<file path="src/rtl/vout_hbridge_deadtime.sv">
// vout_hbridge_deadtime
// H-bridge gate driver with per-leg dead time and a latched fault shutdown.
// Two leg FSMs (OFF/HI/LO/DEAD) turn the upstream pwm/dir pair into four gates.
// Optional feature macro: VOUT_HBRIDGE_BRAKE_EN. When it is defined, enable=0
// with no fault brakes both legs low-side; when undefined, enable=0 coasts
// with all gates off.

module vout_hbridge_leg #(
   parameter logic [15:0] DT_LOAD = 16'd49
) (
   input  logic clk,
   input  logic rst,
   input  logic cmd_off,
   input  logic cmd_hi,
   output logic hs,
   output logic ls
);

   typedef enum logic [1:0] {
      ST_OFF  = 2'd0,
      ST_HI   = 2'd1,
      ST_LO   = 2'd2,
      ST_DEAD = 2'd3
   } leg_state_t;

   leg_state_t  state_r;
   leg_state_t  state_s;
   leg_state_t  cmd_state_s;
   logic [15:0] cnt_r;
   logic [15:0] cnt_s;
   logic        hs_r;
   logic        ls_r;

   // Next-state logic: every switch-on or HI/LO swap goes through DEAD, OFF is immediate
   always_comb begin
      state_s     = state_r;
      cnt_s       = 16'd0;
      cmd_state_s = ST_OFF;
      if (cmd_off) begin
         cmd_state_s = ST_OFF;
      end else if (cmd_hi) begin
         cmd_state_s = ST_HI;
      end else begin
         cmd_state_s = ST_LO;
      end
      case (state_r)
         ST_OFF, ST_HI, ST_LO: begin
            if (cmd_state_s == ST_OFF) begin
               state_s = ST_OFF;
            end else if (cmd_state_s != state_r) begin
               state_s = ST_DEAD;
               cnt_s   = DT_LOAD;
            end else begin
               state_s = state_r;
            end
         end
         ST_DEAD: begin
            if (cmd_state_s == ST_OFF) begin
               state_s = ST_OFF;
            end else if (cnt_r == 16'd0) begin
               // The full interval always elapses, even if the command returned to the old state
               state_s = cmd_state_s;
            end else begin
               state_s = ST_DEAD;
               cnt_s   = cnt_r - 16'd1;
            end
         end
         default: begin
            state_s = ST_OFF;
            cnt_s   = 16'd0;
         end
      endcase
   end

   // State, dead counter and gate registers; gates decode the next state so they change with it
   always_ff @(posedge clk or posedge rst) begin
      if (rst) begin
         state_r <= ST_OFF;
         cnt_r   <= 16'd0;
         hs_r    <= 1'b0;
         ls_r    <= 1'b0;
      end else begin
         state_r <= state_s;
         cnt_r   <= cnt_s;
         hs_r    <= (state_s == ST_HI);
         ls_r    <= (state_s == ST_LO);
      end
   end

   assign hs = hs_r;
   assign ls = ls_r;

endmodule

module vout_hbridge_deadtime #(
   parameter int DEADTIME = 50
) (
   input  logic clk,
   input  logic rst,
   input  logic pwm,
   input  logic dir,
   input  logic enable,
   input  logic fault_in,
   output logic hs_a,
   output logic ls_a,
   output logic hs_b,
   output logic ls_b,
   output logic fault_latched,
   output logic active
);

   if ((DEADTIME < 1) || (DEADTIME > 65535)) begin : g_bad_deadtime
      $error("vout_hbridge_deadtime: DEADTIME must be in 1..65535");
   end

   localparam logic [15:0] DT_LOAD = 16'(DEADTIME - 1);

   logic sync1_r;
   logic sync2_r;
   logic fault_latched_r;
   logic active_r;
   logic a_off_s;
   logic a_hi_s;
   logic b_off_s;
   logic b_hi_s;
   logic hs_a_s;
   logic ls_a_s;
   logic hs_b_s;
   logic ls_b_s;

   // Fault synchroniser and latch; the latch clears only while disabled with no fault present
   always_ff @(posedge clk or posedge rst) begin
      if (rst) begin
         sync1_r         <= 1'b0;
         sync2_r         <= 1'b0;
         fault_latched_r <= 1'b0;
      end else begin
         sync1_r <= fault_in;
         sync2_r <= sync1_r;
         if (sync2_r) begin
            fault_latched_r <= 1'b1;
         end else if (!enable) begin
            fault_latched_r <= 1'b0;
         end else begin
            fault_latched_r <= fault_latched_r;
         end
      end
   end

   // Leg commands: fault forces OFF, disable coasts or brakes, otherwise dir picks the driven leg
   always_comb begin
      a_off_s = 1'b1;
      a_hi_s  = 1'b0;
      b_off_s = 1'b1;
      b_hi_s  = 1'b0;
      if (fault_latched_r) begin
         a_off_s = 1'b1;
         b_off_s = 1'b1;
      end else if (!enable) begin
`ifdef VOUT_HBRIDGE_BRAKE_EN
         a_off_s = 1'b0;
         b_off_s = 1'b0;
`else
         a_off_s = 1'b1;
         b_off_s = 1'b1;
`endif
      end else if (dir) begin
         a_off_s = 1'b0;
         a_hi_s  = pwm;
         b_off_s = 1'b0;
      end else begin
         a_off_s = 1'b0;
         b_off_s = 1'b0;
         b_hi_s  = pwm;
      end
   end

   vout_hbridge_leg #(.DT_LOAD(DT_LOAD)) u_leg_a (
      .clk     (clk),
      .rst     (rst),
      .cmd_off (a_off_s),
      .cmd_hi  (a_hi_s),
      .hs      (hs_a_s),
      .ls      (ls_a_s)
   );

   vout_hbridge_leg #(.DT_LOAD(DT_LOAD)) u_leg_b (
      .clk     (clk),
      .rst     (rst),
      .cmd_off (b_off_s),
      .cmd_hi  (b_hi_s),
      .hs      (hs_b_s),
      .ls      (ls_b_s)
   );

   // Activity flag follows the registered gates by one cycle
   always_ff @(posedge clk or posedge rst) begin
      if (rst) begin
         active_r <= 1'b0;
      end else begin
         active_r <= hs_a_s | ls_a_s | hs_b_s | ls_b_s;
      end
   end

   assign hs_a          = hs_a_s;
   assign ls_a          = ls_a_s;
   assign hs_b          = hs_b_s;
   assign ls_b          = ls_b_s;
   assign fault_latched = fault_latched_r;
   assign active        = active_r;

endmodule
</file>
<file path="config.mk">
export PLATFORM = sky130hd
export DESIGN_NAME = vout_hbridge_deadtime
export DESIGN_NICKNAME = d
export VERILOG_FILES = /design/src/rtl/vout_hbridge_deadtime.sv
export SDC_FILE = /design/constraint.sdc
export NUM_CORES = 1
export LEC_CHECK = 0
export ABC_CLOCK_PERIOD_IN_PS = 2500
export BUFFER_PORTS_ARGS = -buffer_cell sky130_fd_sc_hd__clkbuf_2
export CAP_MARGIN = 20
export CELL_PAD_IN_SITES_DETAIL_PLACEMENT = 0
export CELL_PAD_IN_SITES_GLOBAL_PLACEMENT = 2
export CORE_ASPECT_RATIO = 1.5
export CORE_UTILIZATION = 39
export CTS_CLUSTER_DIAMETER = 120
export DETAILED_ROUTE_END_ITERATION = 10
export PLACE_DENSITY = 0.83
export SETUP_SLACK_MARGIN = 0.3
export SLEW_MARGIN = 30
export SYNTH_ARGS = -nofsm -noshare
export SYNTH_HDL_FRONTEND = slang
export SYNTH_SLANG_ARGS = --single-unit
</file>
<file path="constraint.sdc">
create_clock -name clk -period 2.5 [get_ports clk]
set_input_delay 0.5 -clock clk [delete_from_list [all_inputs] [get_ports clk]]
set_output_delay 0.5 -clock clk [all_outputs]
set_load 0.01 [all_outputs]
</file>
Word-level counts from Yosys, hierarchy flattened
Index checks and enable logic that the tools add are counted.
{"block": "totals", "word_cells": 72, "output_inout_bits": 6, "in_bits": 6, "romBits": 0, "mem_count": 0, "ff_bits": 44, "ramBits": 0, "latch_bits": 0}
{"block": "classes", "muxes": 34, "bitwise_logic": 3, "n_reduce_logical": 8, "magnitude_cmp": 0, "multipliers": 0, "eq_ne": 13, "n_shift": 0, "addsub": 2, "div": 0}
{"op": "16-bit 2-to-1 mux", "n": 6}
{"op": "16-bit case mux with 2 select lines", "n": 2}
{"op": "16-bit zero test", "n": 2}
{"op": "16-bit by 1-bit subtractor with 16-bit output, second input constant", "n": 2}
{"op": "2-bit 2-to-1 mux", "n": 12}
{"op": "2-bit == test, second input constant", "n": 6}
{"op": "6-bit 2-to-1 mux", "n": 2}
{"op": "1-bit 2-to-1 mux", "n": 10}
{"op": "2-bit by 1-bit == test with 1-bit output, second input constant", "n": 4}
{"op": "2-bit zero test", "n": 4}
{"op": "2-bit case mux with 2 select lines", "n": 2}
{"op": "3-bit OR reduction", "n": 2}
{"op": "2-bit != test", "n": 2}
{"op": "1-bit OR", "n": 3}
{"op": "2-bit by 1-bit != test with 1-bit output, second input constant", "n": 1}

Longest topological paths before layout
Gate-level depths: netlist (run 1).
{"block": "logic_depth", "ltp_word": 10, "depth_mapped": 8, "mapped_depth_nobuf": 6}

Modules after synthesis
Synthesis (run 1) repeated with hierarchy kept, for this count alone.
{"block": "hier_totals", "hier_cells": 188, "area_unflattened_um2": 2132.0}
{"module": "vout_hbridge_leg", "cells_per_inst": 89, "instances": 2, "seq_area_each_um2": 500.5, "area_each_um2": 993.5}
{"module": "vout_hbridge_deadtime", "cells_per_inst": 10, "instances": 1, "seq_area_each_um2": 100.1, "area_each_um2": 145.1}

Least setup slack after synthesis (run 1)
No wires, ideal clock.
{"block": "synth_timing", "path_kind": "register -> register", "from": "register u_leg_a.cnt_r[0]", "to": "register u_leg_a.cnt_r[14]", "path_buffers": 1, "setup_ps": 77, "stages_incl_launch_ff": 8, "t_arrival_ps": 1975, "setup_slack_ps": 448, "synth_period_minus_slack_ps": 2052, "required_ps": 2423, "path_cell_list": "dfrtp_1 inv_1 ha_1 or3b_1 buf_2 or3_4 or4_1 a21oi_1"}
{"block": "synth_via", "elab_chain_len": 4, "word_cells_on_any_way": 5, "classes_between": "add/sub (1); mux (3); reduce/logical (1)"}
{"item": "from (decl)", "line": "29", "text": "logic [15:0] cnt_r;"}
{"item": "from (signal assigned)", "line": "84", "text": "cnt_r <= cnt_s;"}
{"item": "16-bit by 1-bit subtractor with 16-bit output / 16-bit zero test (equally long branches)", "line": "65, 60"}
{"item": "16-bit 2-to-1 mux *", "line": "60", "text": "end else if (cnt_r == 16'd0) begin"}
{"item": "16-bit 2-to-1 mux *", "line": "58", "text": "if (cmd_state_s == ST_OFF) begin"}
{"item": "16-bit case mux with 2 select lines *", "line": "46", "text": "case (state_r)"}
{"item": "named net u_leg_a.cnt_s[14]", "line": "30", "text": "logic [15:0] cnt_s;"}
The timed path passes the listed nets; every way through them passes the cells marked *.
A chain may end at the register's enable or synchronous reset.

Final worst setup path (run 1)
Same ends and word-level chain as after synthesis.

==> results of run 1 <==
[worst max-delay path: stages, from the launching register on]
cell	delay, ns
sky130_fd_sc_hd__dfrtp_1	0.42
sky130_fd_sc_hd__inv_1	0.07
sky130_fd_sc_hd__ha_1	0.17
sky130_fd_sc_hd__or3b_4	0.42
sky130_fd_sc_hd__or3_4	0.41
sky130_fd_sc_hd__or4_1	0.41
sky130_fd_sc_hd__a21oi_1	0.15
[metal layers]
| layer | wire, um | up-vias |
|---|---|---|
| li1 | - | 742 |
| met1 | 1487 | 762 |
| met5 | 0 | - |
| met3 | 82 | 6 |
| met2 | 2336 | 18 |
| met4 | 80 | 0 |
[state kept, by name, summed over array words and instances, names as in the netlist]
signal / count
u_leg_b.state_r: 2
fault_latched: 1
u_leg_a.ls: 1
sync2_r: 1
u_leg_b.ls: 1
sync1_r: 1
u_leg_a.hs: 1
active: 1
u_leg_b.cnt_r: 16
u_leg_b.hs: 1
u_leg_a.state_r: 2
u_leg_a.cnt_r: 16
[power by group through the flow]
stage	sequential, mW	combinational, mW	clock (mW)
after floorplan	0.748	0.107	0
after global placement	0.749	0.148	0
after detailed placement	0.750	0.150	0
after CTS	0.735	0.151	0.547
after global routing	0.737	0.170	0.569
final	0.735	0.150	0.526
[worst max path at each step]
| stage | end | slack, ns | cells after the start |
|---|---|---|---|
| floorplan | u_leg_a.cnt_r[14] | 0.45 | 7 |
| global placement | u_leg_a.cnt_r[14] | 0.40 | 6 |
| detailed placement | u_leg_a.cnt_r[14] | 0.33 | 6 |
| CTS | u_leg_a.cnt_r[14] | 0.32 | 6 |
| global route | u_leg_a.cnt_r[14] | 0.31 | 6 |
| finish | u_leg_a.cnt_r[14] | 0.38 | 6 |
[area by class of cell]
class / instances / area (um2)
inverter: 8 / 30.03
clock inverter: 2 / 35.03
clock buffer: 6 / 72.57
timing repair buffer: 20 / 122.6
fill: 490 / 2582
sequential: 44 / 1101
multi-input combinational: 142 / 860.8
tap: 66 / 82.58
[what timing repair did]
| item | 4_1_cts | 5_1_grt |
|---|---|---|
| buffers inserted | 0 | 1 |
| hold buffers | 0 | 0 |
| setup endpoints to repair | 0 | 8 |
| resized for setup | 0 | 2 |
[logic make-up (layout without fill, tap and decap cells)]
kind of cell	after synthesis	in the layout	share of synthesized area
flops	44	44	0.5510
compound gates	33	33	0.09017
fa+ha+maj	2	2	0.01252
simple gates	89	89	0.2448
xor+xnor	18	18	0.07890
buf+inv	11	36	0.02254
[cell usage in the layout, fill, tap and decap left out, types with 6 or more instances in the layout]
| cell type | synthesis | final |
|---|---|---|
| sky130_fd_sc_hd__a21oi_1 | 13 | 13 |
| sky130_fd_sc_hd__buf_4 | 0 | 9 |
| sky130_fd_sc_hd__clkbuf_2 | 0 | 11 |
| sky130_fd_sc_hd__dfrtp_1 | 44 | 44 |
| sky130_fd_sc_hd__inv_1 | 8 | 8 |
| sky130_fd_sc_hd__nand2_1 | 10 | 10 |
| sky130_fd_sc_hd__nand3_1 | 9 | 9 |
| sky130_fd_sc_hd__nor2_1 | 24 | 24 |
| sky130_fd_sc_hd__nor4_1 | 7 | 6 |
| sky130_fd_sc_hd__o21ai_0 | 13 | 13 |
| sky130_fd_sc_hd__or4_1 | 7 | 7 |
| sky130_fd_sc_hd__xor2_1 | 13 | 13 |
[through the flow]
step	setup WS (ns)	instance area, um2
after global routing	0.3082	2305
after CTS	0.3196	2288
after detailed placement	0.3320	2181
after floorplan	0.4475	1998
after global placement	0.4012	2181
final	0.3793	2305
==> PnR_summary.wiki, run 1 <==
{| class="wikitable"
! Metric !! Value
|-
| Status || completed
|-
| Tightest Hold Check Type || in -> async
|-
| Floorplan die width || 60.45 um
|-
| Number of clock buffers inserted by TritonCTS || 5
|-
| Wire length per cell || 13.84 um
|-
| Int Pwr || about 1.1 mW
|-
| Insertion delay of the later-clocked pin in the worst-skew pair || 0.29 ns
|-
| Met3 capacity usage during global routing || 0.03868
|-
| Worst endpoint data arrival time || 2.35 ns
|-
| P&R area growth vs syn || 15.34%
|-
| # Max-Cap Violations || 0
|-
| Die footprint || roughly 5400 um2
|-
| Worst setup path start || u_leg_a.cnt_r[0]
|-
| Worst-Margin Slew || 0.6356 ns
|-
| Maximum clock insertion buffer count || 2
|-
| IO Port Bufs || 11
|-
| Final weighted congestion in routability-driven placement || approximately 0.78
|-
| Most area-consuming cells after synthesis || sky130_fd_sc_hd__dfrtp_1 (55%), sky130_fd_sc_hd__xor2_1 (5.7%), sky130_fd_sc_hd__nor2_1 (4.5%)
|-
| WS Path Type || reg -> reg
|-
| Overall fraction of global-route tracks in use || 0.1735
|-
| Library cell occupying the most area in the post-synthesis netlist || sky130_fd_sc_hd__dfrtp_1
|-
| Power density over cell area || 612.7 nW/um2
|-
| R2R depth || 6
|-
| Vias per std cell || 5.306
|-
| Max-slew headroom at the worst pin || 0.5724
|-
| Final worst path period share || 0.8483
|-
| Share of final-layout standard cells stronger than drive strength 1 || 0.1486
|-
| Final setup violation count || 0
|-
| Worst reg2reg setup slack || ~0.38 ns
|-
| IR drop worst, VDD || 362.5 uV
|-
| Launching element type of the critical path || flip-flop
|-
| Global-route met1 utilization || 0.1687
|-
| Relative contribution of the clock network to total power || 0.373
|-
| Accumulated negative setup slack || 0 ns
|-
| Half-perimeter wire length after detailed placement || roughly 3000 um
|-
| Global Route met2 Usage || 0.3377
|-
| Critical path capture point type || flip-flop
|-
| Post-layout total power || 1.412 mW
|-
| Number of core rows || 31
|-
| Post-route antenna net violation count || 0
|-
| Reg power frac || 0.521
|-
| Placeable core area || 4887 um2
|-
| Final design utilization || 0.4716
|-
| Worst Path Required || 2.73 ns
|-
| Destination of the worst register-to-register timing path || u_leg_a.cnt_r[14]
|-
| Post-Syn Area || 1998 um2
|-
| Portion of synthesized cell area occupied by the leading cell type || 0.5510
|-
| Final layout net count || 229
|-
| Number of pins with negative max-slew slack in the final report || 0
|-
| TritonCTS clock tree || built
|-
| Worst hold-check slack || 0.1325 ns
|-
| Largest net degree at the start of global routing || 37
|-
| Maximum fanout encountered on the critical timing path || 6
|-
| Number of antenna violations at the first check in global routing || 0
|-
| Synth top cells by count || sky130_fd_sc_hd__dfrtp_1 (44), sky130_fd_sc_hd__nor2_1 (24), sky130_fd_sc_hd__a21oi_1 (13), sky130_fd_sc_hd__o21ai_0 (13), sky130_fd_sc_hd__xor2_1 (13)
|-
| Drt first-iter violations || between 70 and 80
|-
| Routed wire length || about 4000 um
|-
| Number of global-route vias before repair || between 1500 and 2000
|-
| Effective utilization at floorplan || 0.4089
|-
| Setup repair after global routing missed its margin || false
|-
| Post-Synthesis Mean Instance Area || slightly above 10 um2
|-
| Count of placed standard cells in the final layout, fillers left out || 288
|-
| Ys Warns || 0
|-
| Synth Flop Type || sky130_fd_sc_hd__dfrtp_1
|-
| Cell count after placement || about 280
|-
| Chip height || 89.67 um
|-
| Hold Vio Cnt, Final || 0
|-
| Total DRC errors in the routed layout || 0
|-
| Total via count in the routed design || 1528
|-
| I/O pins || 12
|-
| Share of synthesized flip-flops with an asynchronous set or reset || 1.000
|-
| Count of clock tree sinks || 44
|-
| Final worst path period need || 2.121 ns
|-
| Max Clk Rate || 471.5 MHz
|-
| Combinational cell fraction of total power || 0.106
|-
| Reg clk slew, reported paths || 0.08 ns
|-
| Wire length of the first global-routing pass || 6851 um
|-
| Total congestion overflow after global routing || 0
|-
| Root buffer cell || sky130_fd_sc_hd__clkbuf_8
|-
| Worst r2r src || u_leg_a.cnt_r[0]
|-
| H-tree levels || 2
|-
| Sequential element share of the synthesized area || 0.5510
|-
| Clock Skews || 0.006953 ns
|-
| Highest-utilization routing layer at the global route stage || met2
|-
| Net switching share of the total power || 0.2322
|-
| Inserted Diodes || 0
|-
| Most repeated cell in the gate-level netlist after synthesis || sky130_fd_sc_hd__dfrtp_1
|-
| Count of mapped cells out of synthesis || 197
|-
| Static leakage power || around 1.3 nW
|-
| Count of flip-flops with a built-in enable after synthesis || 0
|-
| Switching power total || 327.8 uW
|-
| Detailed Routing Iterations Pass 1 || 4
|-
| Synthesized Nets || about 210
|-
| Number of register bits inferred by synthesis || 44
|-
| Number of library cell types mapped by synthesis || 31
|}
No activity file was read; power rests on OpenSTA's default activity.
==> run 2, diff against run 1 <==
--- a/config.mk
+++ b/config.mk
@@ -5,7 +5,7 @@
 export SDC_FILE = /design/constraint.sdc
 export NUM_CORES = 1
 export LEC_CHECK = 0
-export ABC_CLOCK_PERIOD_IN_PS = 2500
+export ABC_CLOCK_PERIOD_IN_PS = 2200
 export BUFFER_PORTS_ARGS = -buffer_cell sky130_fd_sc_hd__clkbuf_2
 export CAP_MARGIN = 20
 export CELL_PAD_IN_SITES_DETAIL_PLACEMENT = 0
==> constraint.sdc (replaced) <==
create_clock -name clk -period 2.2 [get_ports clk]
set_input_delay 0.44 -clock clk [delete_from_list [all_inputs] [get_ports clk]]
set_output_delay 0.44 -clock clk [all_outputs]
set_load 0.01 [all_outputs]
==> run 2 against run 1 <==
  * First-iteration DRC count down 46%
  * Power grew 19%
  * Sequential power rose by 14%
  * Die area unchanged
  * Routed wire length up 7.7%
  * Non-clock buffer count is 12 higher
  * Hold slack gained 0.12 ns
  * Cell area up 8.7%
  * Worst setup slack worse by 0.15 ns
  * Register-to-register slack got worse by 0.15 ns
  * Utilization rose by 4.1 points
  * Global-route usage is 0.56 points lower
  * Critical path type unchanged
==> PnR_summary.wiki, run 2 (same netlist as run 1, synthesis figures left out) <==
{| class="wikitable"
! Metric !! Value
|-
| Static leakage power || 1.342 nW (+7.3%)
|-
| Floorplan die width || 60.45 um (unchanged)
|-
| Worst Path Required || 2.42 ns (-0.31 ns)
|-
| Number of clock buffers inserted by TritonCTS || 5 (unchanged)
|-
| Maximum fanout encountered on the critical timing path || 3 (-3)
|-
| Number of global-route vias before repair || 1500 (-3.2%)
|-
| Ordered list of cells on the worst path || inv_2 -> ha_2 -> or3b_4 -> or3_4 -> or4_4 -> a21oi_2
|-
| # fillers || 489 (-0.20%)
|-
| IO Port Bufs || 11 (unchanged)
|-
| Final setup violation count || 0 (unchanged)
|-
| Placeable core area || 4887 um2 (unchanged)
|-
| Wire length of the first global-routing pass || 6748 um (-1.5%)
|-
| IR drop worst, VDD || 345.3 uV (-4.8%)
|-
| Largest registers || u_leg_a.cnt_r x16, u_leg_b.cnt_r x16
|-
| Drt first-iter violations || 43 (-46%)
|-
| Post-Layout Inst Area || 2506 um2 (+8.7%)
|-
| Most frequent cells in the layout || sky130_fd_sc_hd__dfrtp_1 (44), sky130_fd_sc_hd__nor2_1 (24), sky130_fd_sc_hd__buf_4 (17)
|-
| Final layout net count || 241 (+5.2%)
|-
| Largest net degree at the start of global routing || 45 (+22%)
|-
| Instance area at placement || 2196 um2 (+0.69%)
|-
| Chip height || 89.67 um (unchanged)
|-
| Tightest Hold Check Type || in -> reg
|-
| Insertion delay of the later-clocked pin in the worst-skew pair || 0.29 ns (about the same)
|-
| Inserted Diodes || 0 (unchanged)
|-
| Overall fraction of global-route tracks in use || 0.1679 (-0.005564)
|-
| Delay-heaviest family, CP || simple AND/OR/NAND/NOR gates
|-
| Number of pins with negative max-slew slack in the final report || 0 (unchanged)
|-
| Final weighted congestion in routability-driven placement || 0.7732 (-0.82%)
|-
| Number of antenna violations at the first check in global routing || 0 (unchanged)
|-
| I/O pins || 12 (unchanged)
|-
| Total DRC errors in the routed layout || 0 (unchanged)
|-
| Count of placed standard cells in the final layout, fillers left out || 300 (+4.2%)
|-
| Hold Vio Cnt, Final || 0 (unchanged)
|-
| Delay contributed by the slowest stage of the critical path || 0.42 ns (about the same)
|-
| Clock Skews || 0.008003 ns (+0.001050 ns)
|-
| Number of hold buffers added after CTS || 0 (unchanged)
|-
| Launching element type of the critical path || flip-flop
|-
| Cell count after placement || 280 (+0.36%)
|-
| Accumulated negative setup slack || 0 ns (unchanged)
|-
| WS Path Type || reg -> reg
|-
| Max-slew headroom at the worst pin || 0.6153 (+0.04289)
|-
| Count of clock tree sinks || 44 (unchanged)
|-
| Half-perimeter wire length after detailed placement || 2903 um (-2.7%)
|-
| Share of final-layout standard cells stronger than drive strength 1 || 0.2436 (+0.09494)
|-
| Critical path capture point type || flip-flop
|-
| Post-route antenna net violation count || 0 (unchanged)
|-
| Multi-input combinational cell area || 938.4 um2 (+9.0%)
|-
| H-tree levels || 2 (unchanged)
|-
| Final worst path period need || 1.970 ns (-0.1503 ns)
|-
| Effective utilization at floorplan || 0.4089 (unchanged)
|-
| Worst-Margin Slew || 0.5718 ns (-0.06374 ns)
|-
| Final worst path period share || 0.8956 (+0.04735)
|-
| Status || completed
|-
| Wire length per cell || 14.31 um (+3.4%)
|-
| Area used by sequential logic in the layout || 1101 um2 (unchanged)
|-
| Routed wire length || 4293 um (+7.7%)
|-
| TritonCTS clock tree || built
|-
| Crit path buf inv count || 1 (unchanged)
|-
| Total congestion overflow after global routing || 0 (unchanged)
|-
| Maximum clock insertion buffer count || 2 (unchanged)
|-
| Total via count in the routed design || 1583 (+3.6%)
|-
| Critical path's slowest cell || sky130_fd_sc_hd__or4_4
|-
| Final design utilization || 0.5128 (+0.04122)
|-
| Die footprint || 5420 um2 (unchanged)
|-
| Post-layout total power || 1.686 mW (+19%)
|-
| Setup repair after global routing missed its margin || true
|-
| P&R area growth vs syn || 25.42%
|-
| # Max-Cap Violations || 0 (unchanged)
|-
| Power density over cell area || 672.8 nW/um2 (+9.8%)
|-
| Most common cell after layout, fill and taps aside || sky130_fd_sc_hd__dfrtp_1
|-
| Vias per std cell || 5.277 (-0.54%)
|-
| Root buffer cell || sky130_fd_sc_hd__clkbuf_8
|-
| Detailed Routing Iterations Pass 1 || 4 (unchanged)
|-
| Worst endpoint data arrival time || 2.19 ns (-0.16 ns)
|-
| Max Clk Rate || 507.5 MHz (+7.6%)
|-
| Number of core rows || 31 (unchanged)
|-
| Reg clk slew, reported paths || 0.09 ns (about the same)
|}
-- run 2: area by class of cell --
| cell class | instances | share of cell area |
|---|---|---|
| inverter | 8 | 0.01198 |
| clock inverter | 2 | 0.01548 |
| timing repair buffer | 32 | 0.09286 |
| clock buffer | 6 | 0.03295 |
| multi-input combinational | 142 | 0.3744 |
| sequential | 44 | 0.4393 |
| tap | 66 | 0.03295 |
-- run 2: worst paths after layout --
check                                 start           endpoint  slack (ns)  cells after the start
max                        u_leg_a.cnt_r[1]  u_leg_a.cnt_r[14]        0.23                      6
min                                fault_in            sync1_r        0.25                      1
max reg2reg                u_leg_a.cnt_r[1]  u_leg_a.cnt_r[14]        0.23                      6
min reg2reg                         sync1_r            sync2_r        0.36                      0
max in group asynchronous               rst   u_leg_b.cnt_r[3]        1.56                      3
min in group asynchronous               rst  u_leg_b.cnt_r[12]        0.26                      3
-- run 2: what timing repair did --
item | in CTS | in global routing
setup buffers | 5 | 6
endpoints found under the hold margin | 0 | 0
resized for setup | 5 | 12
pin swaps | 2 | 4
gates cloned | 0 | 1
endpoints found under the setup margin | 17 | 36
-- run 2: per-stage QoR --
| stage | hold WS [ns] | setup slack [ns] |
|---|---|---|
| CTS | 0.2364 | 0.2292 |
| floorplan | 0.3312 | 0.1556 |
| finish | 0.2532 | 0.2296 |
| global route | 0.2414 | 0.1842 |
| global placement | 0.3349 | 0.1833 |
| detailed placement | 0.3477 | 0.05658 |
-- run 2: where the power goes --
group	internal [mW]	switching (mW)
sequential	0.823	0.0135
combinational	0.0980	0.106
clock	0.371	0.274
total	1.29	0.394
-- run 2: routing by layer --
metal  vias to the layer above  share of wire  track usage
met5                         -              0            0
met4                         0          0.013      0.06818
met3                         6          0.013      0.03438
met2                        10           0.55       0.2907
met1                       796           0.43       0.1998
li1                        771              -            -
